===== config.mk =====
export PLATFORM = sky130hd
export DESIGN_NAME = sparc_exu_thrsel
export DESIGN_NICKNAME = d
export VERILOG_FILES = /design/src/rtl/sparc_exu_thr_pkg.sv /design/src/rtl/sparc_exu_rr_pick.sv /design/src/rtl/sparc_exu_thrsel.sv
export SDC_FILE = /design/constraint.sdc
export NUM_CORES = 1
export LEC_CHECK = 0
export CAP_MARGIN = 10
export CORE_MARGIN = 2
export CORE_UTILIZATION = 30
export CTS_BUF_LIST = sky130_fd_sc_hd__clkbuf_4 sky130_fd_sc_hd__clkbuf_8
export DETAILED_ROUTE_END_ITERATION = 8
export PLACE_DENSITY = 0.57
export SKIP_LAST_GASP = 1
export SYNTH_ARGS = -nofsm -noshare
export SYNTH_HDL_FRONTEND = slang
export SYNTH_HIERARCHICAL = 1
export SYNTH_SLANG_ARGS = --single-unit

===== constraint.sdc =====
create_clock -name clk -period 7.1 [get_ports clk]
set_input_delay 1.42 -clock clk [delete_from_list [all_inputs] [get_ports clk]]
set_output_delay 1.42 -clock clk [all_outputs]
set_load 0.05 [all_outputs]

===== src/rtl/sparc_exu_thr_pkg.sv =====
// Shared definitions for the EXU per-thread controllers: the thread
// count, the one-hot thread constants and a one-hot to binary encoder.
package sparc_exu_thr_pkg;

    localparam int NTHR = 4;

    localparam logic [NTHR-1:0] THR0 = 4'b0001;
    localparam logic [NTHR-1:0] THR1 = 4'b0010;
    localparam logic [NTHR-1:0] THR2 = 4'b0100;
    localparam logic [NTHR-1:0] THR3 = 4'b1000;

    // Encode a one-hot thread select into a 2-bit thread number.
    // The input must be one-hot; any other value gives an undefined result.
    function automatic logic [1:0] thr_enc(input logic [NTHR-1:0] oh);
        return {oh[3] | oh[2], oh[3] | oh[1]};
    endfunction

endpackage


===== src/rtl/sparc_exu_rr_pick.sv =====
// Combinational 4-way round-robin picker. The search starts at the
// thread just after the one-hot pointer and wraps upward mod 4, so the
// thread named by the pointer itself has the lowest priority.
module sparc_exu_rr_pick
    import sparc_exu_thr_pkg::*;
(
    input  logic [NTHR-1:0] elig,
    input  logic [NTHR-1:0] ptr,
    output logic [NTHR-1:0] gnt,
    output logic            any_gnt
);

    logic [1:0] base;
    logic [1:0] idx;
    logic       found;

    assign base = thr_enc(ptr);

    // Walk the four candidates in rotated order and grant the first eligible one.
    always_comb begin
        gnt   = '0;
        found = 1'b0;
        idx   = '0;
        for (int i = 1; i <= NTHR; i++) begin
            idx = base + 2'(i);
            if (!found && elig[idx]) begin
                gnt[idx] = 1'b1;
                found    = 1'b1;
            end
        end
    end

    assign any_gnt = found;

endmodule


===== src/rtl/sparc_exu_thrsel.sv =====
// Four-thread issue scheduler and write sequencer for the EXU per-thread
// state registers. Picks one ready thread per cycle round-robin, carries
// its thread ID and write enable E -> M -> W, and resolves read-after-write
// hazards on the per-thread registers.
//
// Build option EXU_THRSEL_FWD_EN: when defined, the W-stage write data is
// forwarded into the E read (fwd_sel_e), so only a pending write in E
// blocks issue. When undefined, pending writes in both E and M interlock
// and fwd_sel_e is tied low.
//
// Issue semantics: issue_vld_e is a valid-only qualifier on thr_out. There
// is no ready back-pressure on it; stall freezes E and M in place, and a
// held valid E slot simply presents the same thread again next cycle.
module sparc_exu_thrsel
    import sparc_exu_thr_pkg::*;
#(
    parameter int NTHR = 4
) (
    input  logic            clk,
    input  logic            arst_l,
    input  logic [NTHR-1:0] thr_rdy,
    input  logic [NTHR-1:0] wr_req_s,
    input  logic            stall,
    input  logic            kill_m,
    output logic [NTHR-1:0] thr_out,
    output logic            issue_vld_e,
    output logic [NTHR-1:0] thr_w,
    output logic            wen_w,
    output logic            fwd_sel_e
);

    logic [NTHR-1:0] ptr;
    logic [NTHR-1:0] thr_e;
    logic            vld_e;
    logic            wen_e;
    logic [NTHR-1:0] thr_m;
    logic            vld_m;
    logic            wen_m;

    logic [NTHR-1:0] blk_e;
    logic [NTHR-1:0] blk_m;
    logic [NTHR-1:0] elig;
    logic [NTHR-1:0] gnt;
    logic            any_gnt;

    // A thread with a write still ahead of W must not read stale data.
    assign blk_e = (vld_e && wen_e) ? thr_e : '0;
`ifdef EXU_THRSEL_FWD_EN
    // The M-stage write reaches W exactly when a new pick reaches E, where
    // the forward path covers it.
    assign blk_m = '0;
`else
    assign blk_m = (vld_m && wen_m) ? thr_m : '0;
`endif

    assign elig = thr_rdy & ~blk_e & ~blk_m;

    sparc_exu_rr_pick u_pick (
        .elig    (elig),
        .ptr     (ptr),
        .gnt     (gnt),
        .any_gnt (any_gnt)
    );

    // E stage and round-robin pointer; thr_e holds on an empty slot so the
    // read select stays one-hot.
    always_ff @(posedge clk or negedge arst_l) begin
        if (!arst_l) begin
            ptr   <= THR3;
            thr_e <= THR0;
            vld_e <= 1'b0;
            wen_e <= 1'b0;
        end else if (!stall) begin
            if (any_gnt) begin
                ptr   <= gnt;
                thr_e <= gnt;
                vld_e <= 1'b1;
                wen_e <= |(wr_req_s & gnt);
            end else begin
                vld_e <= 1'b0;
                wen_e <= 1'b0;
            end
        end
    end

    // M stage; a kill during a stall cancels the held write in place.
    always_ff @(posedge clk or negedge arst_l) begin
        if (!arst_l) begin
            thr_m <= THR0;
            vld_m <= 1'b0;
            wen_m <= 1'b0;
        end else if (stall) begin
            if (kill_m) begin
                wen_m <= 1'b0;
            end
        end else begin
            thr_m <= thr_e;
            vld_m <= vld_e;
            wen_m <= wen_e;
        end
    end

    // W stage; a stall inserts a bubble so the write in W fires only once.
    always_ff @(posedge clk or negedge arst_l) begin
        if (!arst_l) begin
            thr_w <= THR0;
            wen_w <= 1'b0;
        end else if (stall) begin
            wen_w <= 1'b0;
        end else begin
            thr_w <= thr_m;
            wen_w <= wen_m & vld_m & ~kill_m;
        end
    end

    assign thr_out     = thr_e;
    assign issue_vld_e = vld_e;

`ifdef EXU_THRSEL_FWD_EN
    assign fwd_sel_e = vld_e & wen_w & (thr_e == thr_w);
`else
    assign fwd_sel_e = 1'b0;
`endif

endmodule


* Word level (Yosys, flattened, before mapping)
Index checks and enable logic that the tools add are counted. W data, S select, Z words.
Word-level totals: bits of input ports 12, register bits after elaboration 21, logic and storage cells 80
Cells by class: add/sub/neg operators 3, reductions and logical operators 14, order comparisons 8, bitwise operators 14, equality and inequality tests 1, mux-type cells 31
Operator list (number):
- $mux W4 | 6
- $mux W1 | 17
- $and A4 B4 Y4 | 3
- $lt A2 B3 Y1 const B | 4
- $or A4 B4 Y4 | 3
- $logic_and A1 B1 Y1 | 9
- $bmux W1 S2 | 4
- $demux W1 S2 | 4
- $ge A2 B1 Y1 const B | 4
- $not A4 Y4 | 2
- $add A2 B2 Y2 const B | 2
- $reduce_or A4 Y1 | 1
- $logic_not A1 Y1 | 3
- $add A2 B1 Y2 const B | 1
- $and A1 B1 Y1 | 2
- $ne A2 B1 Y1 const B | 1
- $not A1 Y1 | 2
- $or A1 B1 Y1 | 2
- $reduce_and A2 Y1 | 1

* Longest topological paths before layout
Gate-level depths: netlist of the first run.
depth after elaboration 20, gate-level depth with buffers 12, gate-level depth less buffers 11

* By module
Netlist of the first run, hierarchy kept.
Modules (own cells, without submodules):
- sparc_exu_thrsel | sequential area each 480.5 µm², instances 1, area each 873.3 µm², cells an instance 76
- sparc_exu_rr_pick | sequential area each 0.0 µm², instances 1, area each 444.2 µm², cells an instance 47

* Least setup slack after synthesis of the first run
OpenSTA, ideal clock, no wires.
kind input to register, start input port thr_rdy[1], end register wen_e, stages on the path 10, path buffers 0, library setup time 121 ps, setup slack 3807 ps, data arrival time 3172 ps, path through nand2_1 -> a31oi_1 -> inv_1 -> o211ai_4 -> o22ai_1 -> a22o_1 -> a221o_1 -> a22o_1 -> a221oi_2 -> o21ai_2
Between the ends: longest elaborated chain between the ends 17
RTL lines:
- start: declaration | RTL line sparc_exu_thrsel.sv:21 | input logic [NTHR-1:0] thr_rdy,
- $and A4 B4 Y4 (*) (2 in a row) | RTL line sparc_exu_thrsel.sv:56 | assign elig = thr_rdy & ~blk_e & ~blk_m;
- net elig[1] | RTL line sparc_exu_thrsel.sv:42 | logic [NTHR-1:0] elig;
- $bmux W1 S2 | RTL line sparc_exu_rr_pick.sv:26 | if (!found && elig[idx]) begin
- $mux W1 (not written as such) | RTL line sparc_exu_rr_pick.sv:26
- $mux W1 | RTL line sparc_exu_rr_pick.sv:26
- $logic_not A1 Y1 | RTL line sparc_exu_rr_pick.sv:26
- $logic_and A1 B1 Y1 | RTL line sparc_exu_rr_pick.sv:26
- $mux W1 | RTL line sparc_exu_rr_pick.sv:26
- [2 not listed]
- $mux W1 | RTL line sparc_exu_rr_pick.sv:26
- $logic_not A1 Y1 | RTL line sparc_exu_rr_pick.sv:26
- $logic_and A1 B1 Y1 | RTL line sparc_exu_rr_pick.sv:26
- $mux W4 (*) | RTL line sparc_exu_rr_pick.sv:26
- net gnt[0] | RTL line sparc_exu_thrsel.sv:43 | logic [NTHR-1:0] gnt;
- $and A4 B4 Y4 (*) | RTL line sparc_exu_thrsel.sv:78 | wen_e <= |(wr_req_s & gnt);
- $reduce_or A4 Y1 (*) | RTL line sparc_exu_thrsel.sv:78
- $mux W1 (*) | RTL line sparc_exu_thrsel.sv:74 | if (any_gnt) begin
- end signal: assignment | RTL line sparc_exu_thrsel.sv:78
- end: declaration | RTL line sparc_exu_thrsel.sv:35 | logic wen_e;
Mark *: on every way through the listed nets, which the timed path passes. The rest lies on a longest branch. The select of a mux whose other input is x is not followed. A chain may end at the register's enable or synchronous reset.

* Worst setup path after layout of the first run
start input port thr_rdy[3], end register wen_e
Same word-level chain as after synthesis.

==> results of run 1 <==
==> metrics by stage <==
step | area [sq um] | hold WS (ns) | total power, mW | worst slack [ns]
after floorplan | 1280 | 0.457 | 0.550 | 3.81
after global routing | 1530 | 0.509 | 0.772 | 3.16
after global placement | 1470 | 0.475 | 0.629 | 3.12
after CTS | 1530 | 0.483 | 0.720 | 3.36
after detailed placement | 1470 | 0.476 | 0.635 | 3.10
final | 1530 | 0.484 | 0.715 | 3.34
==> metal layers <==
metal  global-route usage  up-vias  wire [um]
met5                    0        -          0
met1                0.156      465       1220
met3               0.0160        4         96
li1                     -      466          -
met4               0.0392        0         36
met2                0.190       19       1170
==> cell usage in the layout, fill, tap and decap left out, types with 4 or more instances in the layout <==
master / count
nand2_1: 25
dfrtp_1: 14
dfstp_2: 4
clkbuf_8: 4
mux2_4: 5
a221o_1: 4
a22o_1: 5
mux2_2: 4
clkdlybuf4s50_1: 21
nand3_1: 5
a31oi_1: 4
mux2i_1: 4
ha_1: 8
==> registers in the layout, indices dropped and copies added, names as in the netlist <==
signal and cells:
thr_out 2, thr_m 4, wen_m 1, vld_m 1
wen_e 1, thr_w 4, issue_vld_e 1, ptr 3
wen_w 1
==> final cells by class <==
type | count | area share
flip-flops and latches | 18 | 0.299
multi-input cells | 90 | 0.468
clock buffers | 4 | 0.0361
well taps | 50 | 0.0410
repair buffers | 21 | 0.138
inverters | 4 | 0.0180
==> power by group through the flow <==
stage	logic [mW]	registers (mW)	clock network, mW
2_1_floorplan	0.319	0.230	0
3_3_place_gp	0.441	0.187	0
3_5_place_dp	0.448	0.187	0
4_1_cts	0.450	0.185	0.0845
5_1_grt	0.492	0.191	0.0900
6_report	0.448	0.185	0.0821
==> worst max-delay path by stage <==
stage | depth (start not counted) | slack, ns | end | startpoint
3_3_place_gp | 11 | 3.12 | wen_e$_DFFE_PN0N_ | thr_rdy[1]
6_report | 11 | 3.34 | wen_e$_DFFE_PN0N_ | thr_rdy[3]
5_1_grt | 11 | 3.16 | wen_e$_DFFE_PN0N_ | thr_rdy[3]
3_5_place_dp | 11 | 3.10 | wen_e$_DFFE_PN0N_ | thr_rdy[3]
2_1_floorplan | 10 | 3.81 | wen_e$_DFFE_PN0N_ | thr_rdy[1]
4_1_cts | 11 | 3.36 | wen_e$_DFFE_PN0N_ | thr_rdy[1]
==> worst reg2reg max path, stage by stage, from the launching register on <==
cell	delay (ns)
dfrtp_1	0.44
nor2_2	0.40
inv_1	0.18
ha_1	0.48
mux2i_1	0.22
nand2_1	0.08
and2_4	0.21
a22o_1	0.23
a221o_1	0.27
a22o_1	0.22
a221oi_2	0.20
o21ai_2	0.06
==> metrics.csv, run 1 <==
stage;metric;value;unit
critical_path;crit_slowest_cell;a31oi_1;
final_layout;n_antenna_cell;0;
global_route;grt-ovfl-total;0;
critical_path;rr_endpoint;wen_e$_DFFE_PN0N_;
clock_tree;htreeDepth;1;
floorplanning;die_h;69.4;um
global_route;grt_pass1_wl;4670;um
critical_path;crit_fanout;8;
drt;avgViaCountPerCell;5.10;
floorplanning;io_pins;23;
global_route;grt_antenna_before_repair;0;
placed_design;dp_hpwl;1910;um
timing;setup_viol;0;
final_layout;regArea;455;sq um
timing;relSlewSlack;0.469;
placed_design;port-buffer-count;21;
worst_hold_path;hold-path-cell-count;2;
global_route;grt_max_degree;19;
power_and_ir_drop;p_clk_frac;0.115;
critical_path;critPathLaunchType;input pin;
power_and_ir_drop;power_switching;0.330;mW
power_and_ir_drop;p_per_area;468;mW/mm^2
clock_tree;cts_setup_buffers;0;
power_and_ir_drop;seqPwrFrac;0.258;
drt;drcViolationCount;0;
floorplanning;num_rows;23;
critical_path;cpLargestDelayFamily;compound AO/OA/AOI/OAI gates;
power_and_ir_drop;pwr-share-comb;0.627;
synth;synth_cells;120;
clock_tree;clock_path_buffers;2;
clock_tree;clkLatencyLatePin;0.25;ns
power_and_ir_drop;p_sw_frac;0.461;
placed_design;place_inst;183;
floorplanning;core;0.00406;sq mm
floorplanning;die_area;0.00482;sq mm
critical_path;crit_buf_inv;1;
final_layout;fin_cells;187;
synth;syn_area_per_cell;10.7;sq um
synth;yosysWarnings;6;
clock_tree;cts_resized;0;
critical_path;ff2ff_path_depth;11;
timing;finalCritPeriodShare;0.530;
timing;fin_crit;3.76;ns
worst_hold_path;worstHoldPathType;reg2reg;
critical_path;slowest_delay;0.54;ns
timing;slew_violations;0;
timing;fmax;266;MHz
power_and_ir_drop;p_int;0.385;mW
synth;syn_nets;140;
critical_path;path_class;in2reg;
timing;hold_viol;0;
timing;worstMarginPinSlew;0.794;ns
critical_path;cp-end-kind;register;
drt;drtAntennaViolNets;0;
final_layout;fin_util;0.376;
synth;netlist_area;0.00128;sq mm
clock_tree;cts_hold_buf;0;
clock_tree;clock-sinks;18;
floorplanning;die_w;69.4;um
drt;vias;954;
worst_hold_path;hold_start;ptr[3]$_DFFE_PN1P_;
critical_path;arrival;3.90;ns
critical_path;crit_required;7.24;ns
floorplanning;start_util;0.317;
drt;wl_per_cell;13.5;um
worst_hold_path;min_to;ptr[3]$_DFFE_PN1P_;
placed_design;routabilityCongestion;0.850;
final_layout;final_nets;158;
critical_path;crit_chain;clkdlybuf4s50_1, nand2_1, a31oi_1, nand2_1, o211ai_4, o22ai_1, a22o_1, a221o_1, a22o_1, a221oi_2, o21ai_2;
clock_tree;root_buffer;clkbuf_8;
clock_tree;cts_buffers;3;
drt;dr.pass1.iters;4;
final_layout;final_layout_size_suffix_gt1_frac;0.204;
clock_tree;clk_pin_slew;0.07;ns
power_and_ir_drop;p_leak;0.668;nW
global_route;grt_use_total;0.116;
timing;skew;0.00431;ns
critical_path;reg2reg_from;ptr[2]$_DFFE_PN0P_;
timing;fin_setup_tns;0;ns
power_and_ir_drop;peakVddDrop;174;uV
final_layout;synthToLayoutAreaGrowth;18.7;%
final_layout;fillers;394;
timing;rsz0062_at_grt;false;
global_route;first_global_vias;980;
critical_path;r2r_setup_slack;3.99;ns
drt;wirelength;2520;um
outcome;status;completed;
final_layout;multi_input_area;714;sq um
drt;drt_iter0_markers;61;
clock_tree;cts_tree;yes;
flow_run;drv_cap;0;
(Power assumes the default switching activity.)
==> run 2, diff against run 1 <==
Settings changed: PLACE_DENSITY 0.57 to 0.59.
Clock period 7.1 ns to 3.4 ns, I/O delays scaled along.
==> run 2 against run 1 <==
  * Flip-flop and latch count unchanged
  * Clock power increased by 110%
  * Worst hold slack improved by 0.0061 ns
  * Die area unchanged
  * Design area increased by 2.5%
  * Global-route usage increased by 0.19 points
  * Sequential power increased by 110%
  * Via count increased by 1.9%
  * Non-clock buffer count increased by 5
  * Clock skew decreased by 0.0015 ns
  * Total power increased by 110%
  * Critical path depth unchanged
  * Largest power group unchanged
==> metrics.csv, run 2 (synthesis results as in run 1) <==
stage;metric;value;unit
placed_design;port-buffer-count;21;
outcome;status;completed;
drt;avgViaCountPerCell;5.06;
critical_path;path_class;in2reg;
placed_design;place_ws;0.281;ns
drt;vias;972;
timing;fmax;351;MHz
power_and_ir_drop;p_leak;0.693;nW
final_layout;layout_common_cells;nand2_1, clkdlybuf4s50_1, dfrtp_1, ha_1;
clock_tree;clock_path_buffers;2;
timing;relSlewSlack;0.445;
clock_tree;cts_setup_buffers;0;
critical_path;cp-end-kind;register;
flow_run;drv_cap;0;
drt;drtAntennaViolNets;0;
power_and_ir_drop;p_per_area;980;mW/mm^2
drt;drt_iter0_markers;72;
clock_tree;cts_resized;0;
clock_tree;clock-sinks;18;
final_layout;fin_cells;192;
global_route;grt-ovfl-total;0;
clock_tree;cts_tree;yes;
timing;finalCritPeriodShare;0.838;
global_route;busiest_layer;met2;
clock_tree;cts_buffers;3;
timing;setup_viol;0;
timing;rsz0062_at_grt;false;
floorplanning;core;0.00406;sq mm
final_layout;n_antenna_cell;0;
floorplanning;die_w;69.4;um
worst_hold_path;worstHoldPathType;reg2reg;
floorplanning;die_area;0.00482;sq mm
clock_tree;clkLatencyLatePin;0.26;ns
final_layout;final_area;0.00156;sq mm
global_route;use_met3;0.0160;
timing;fin_setup_tns;0;ns
drt;drcViolationCount;0;
placed_design;dp_hpwl;2000;um
critical_path;critPathLaunchType;input pin;
clock_tree;clk_pin_slew;0.06;ns
timing;fin_crit;2.85;ns
clock_tree;cts_hold_buf;0;
global_route;first_global_vias;969;
global_route;grt_pass1_wl;4660;um
final_layout;final_nets;163;
drt;wirelength;2690;um
final_layout;synthToLayoutAreaGrowth;21.6;%
placed_design;routabilityCongestion;0.770;
global_route;grtUsageMet1;0.154;
critical_path;arrival;2.99;ns
global_route;grt_antenna_before_repair;0;
global_route;grt_max_degree;19;
floorplanning;start_util;0.317;
global_route;met2_usage;0.190;
power_and_ir_drop;power;1.53;mW
final_layout;final_common_cell;nand2_1;
placed_design;postPlaceCellArea;0.00151;sq mm
timing;hold_viol;0;
floorplanning;io_pins;23;
critical_path;crit_required;3.54;ns
global_route;grt_use_total;0.118;
floorplanning;die_h;69.4;um
power_and_ir_drop;peakVddDrop;207;uV
clock_tree;htreeDepth;1;
drt;dr.pass1.iters;4;
final_layout;top_regs;thr_m (4), thr_w (4), ptr (3);
floorplanning;num_rows;23;
final_layout;final_layout_size_suffix_gt1_frac;0.232;
clock_tree;root_buffer;clkbuf_8;
critical_path;crit_fanout;8;
drt;wl_per_cell;14.0;um
placed_design;place_inst;188;
timing;setup_ws;0.551;ns
timing;skew;0.00285;ns
timing;worstMarginPinSlew;0.830;ns
timing;slew_violations;0;
==> run 2: layout make-up <==
| class | instances | area, sq um |
|---|---|---|
| timing repair buffer | 26 | 248 |
| tap | 50 | 62.6 |
| clock buffer | 4 | 55.1 |
| sequential | 18 | 455 |
| inverter | 4 | 27.5 |
| multi-input combinational | 90 | 714 |
| fill | 394 | 2490 |
==> run 2: metal layers <==
| layer | routed length [um] | vias to the layer above |
|---|---|---|
| met5 | 0 | - |
| met1 | 1250 | 469 |
| met3 | 97 | 5 |
| met4 | 51 | 0 |
| met2 | 1290 | 26 |
| li1 | - | 472 |
==> run 2: worst max-delay path: stages <==
cell and delay [ns]:
clkdlybuf4s50_1 0.45, nand2_1 0.05, a31oi_1 0.43, mux2i_1 0.15, nand2_1 0.13, o22ai_1 0.15
a22o_1 0.21, a221o_1 0.28, a22o_1 0.22, a221oi_2 0.20, o21ai_2 0.07
==> run 2: worst paths after layout <==
check | from | to | slack (ns) | cells after the start
worst max-delay path | thr_rdy[2] | wen_e$_DFFE_PN0N_ | 0.55 | 11
worst min-delay path | ptr[3]$_DFFE_PN1P_ | ptr[3]$_DFFE_PN1P_ | 0.49 | 2
worst max register to register | ptr[1]$_DFFE_PN0P_ | wen_e$_DFFE_PN0N_ | 0.63 | 10
worst min register to register | ptr[3]$_DFFE_PN1P_ | ptr[3]$_DFFE_PN1P_ | 0.49 | 2
max in group asynchronous | arst_l | thr_m[3]$_DFFE_PN0N_ | 1.99 | 1
min in group asynchronous | arst_l | thr_m[1]$_DFFE_PN0N_ | 0.90 | 1
==> run 2: through the flow <==
step | hold slack, ns | util
after floorplan | 0.384 | -
after global placement | 0.478 | 0.372
after detailed placement | 0.484 | 0.372
after CTS | 0.495 | 0.385
after global routing | 0.504 | 0.385
final | 0.490 | 0.385
==> run 2: power breakdown <==
group | switching [mW] | internal (mW)
clock network | 0.0723 | 0.103
registers | 0.0850 | 0.307
logic | 0.543 | 0.420
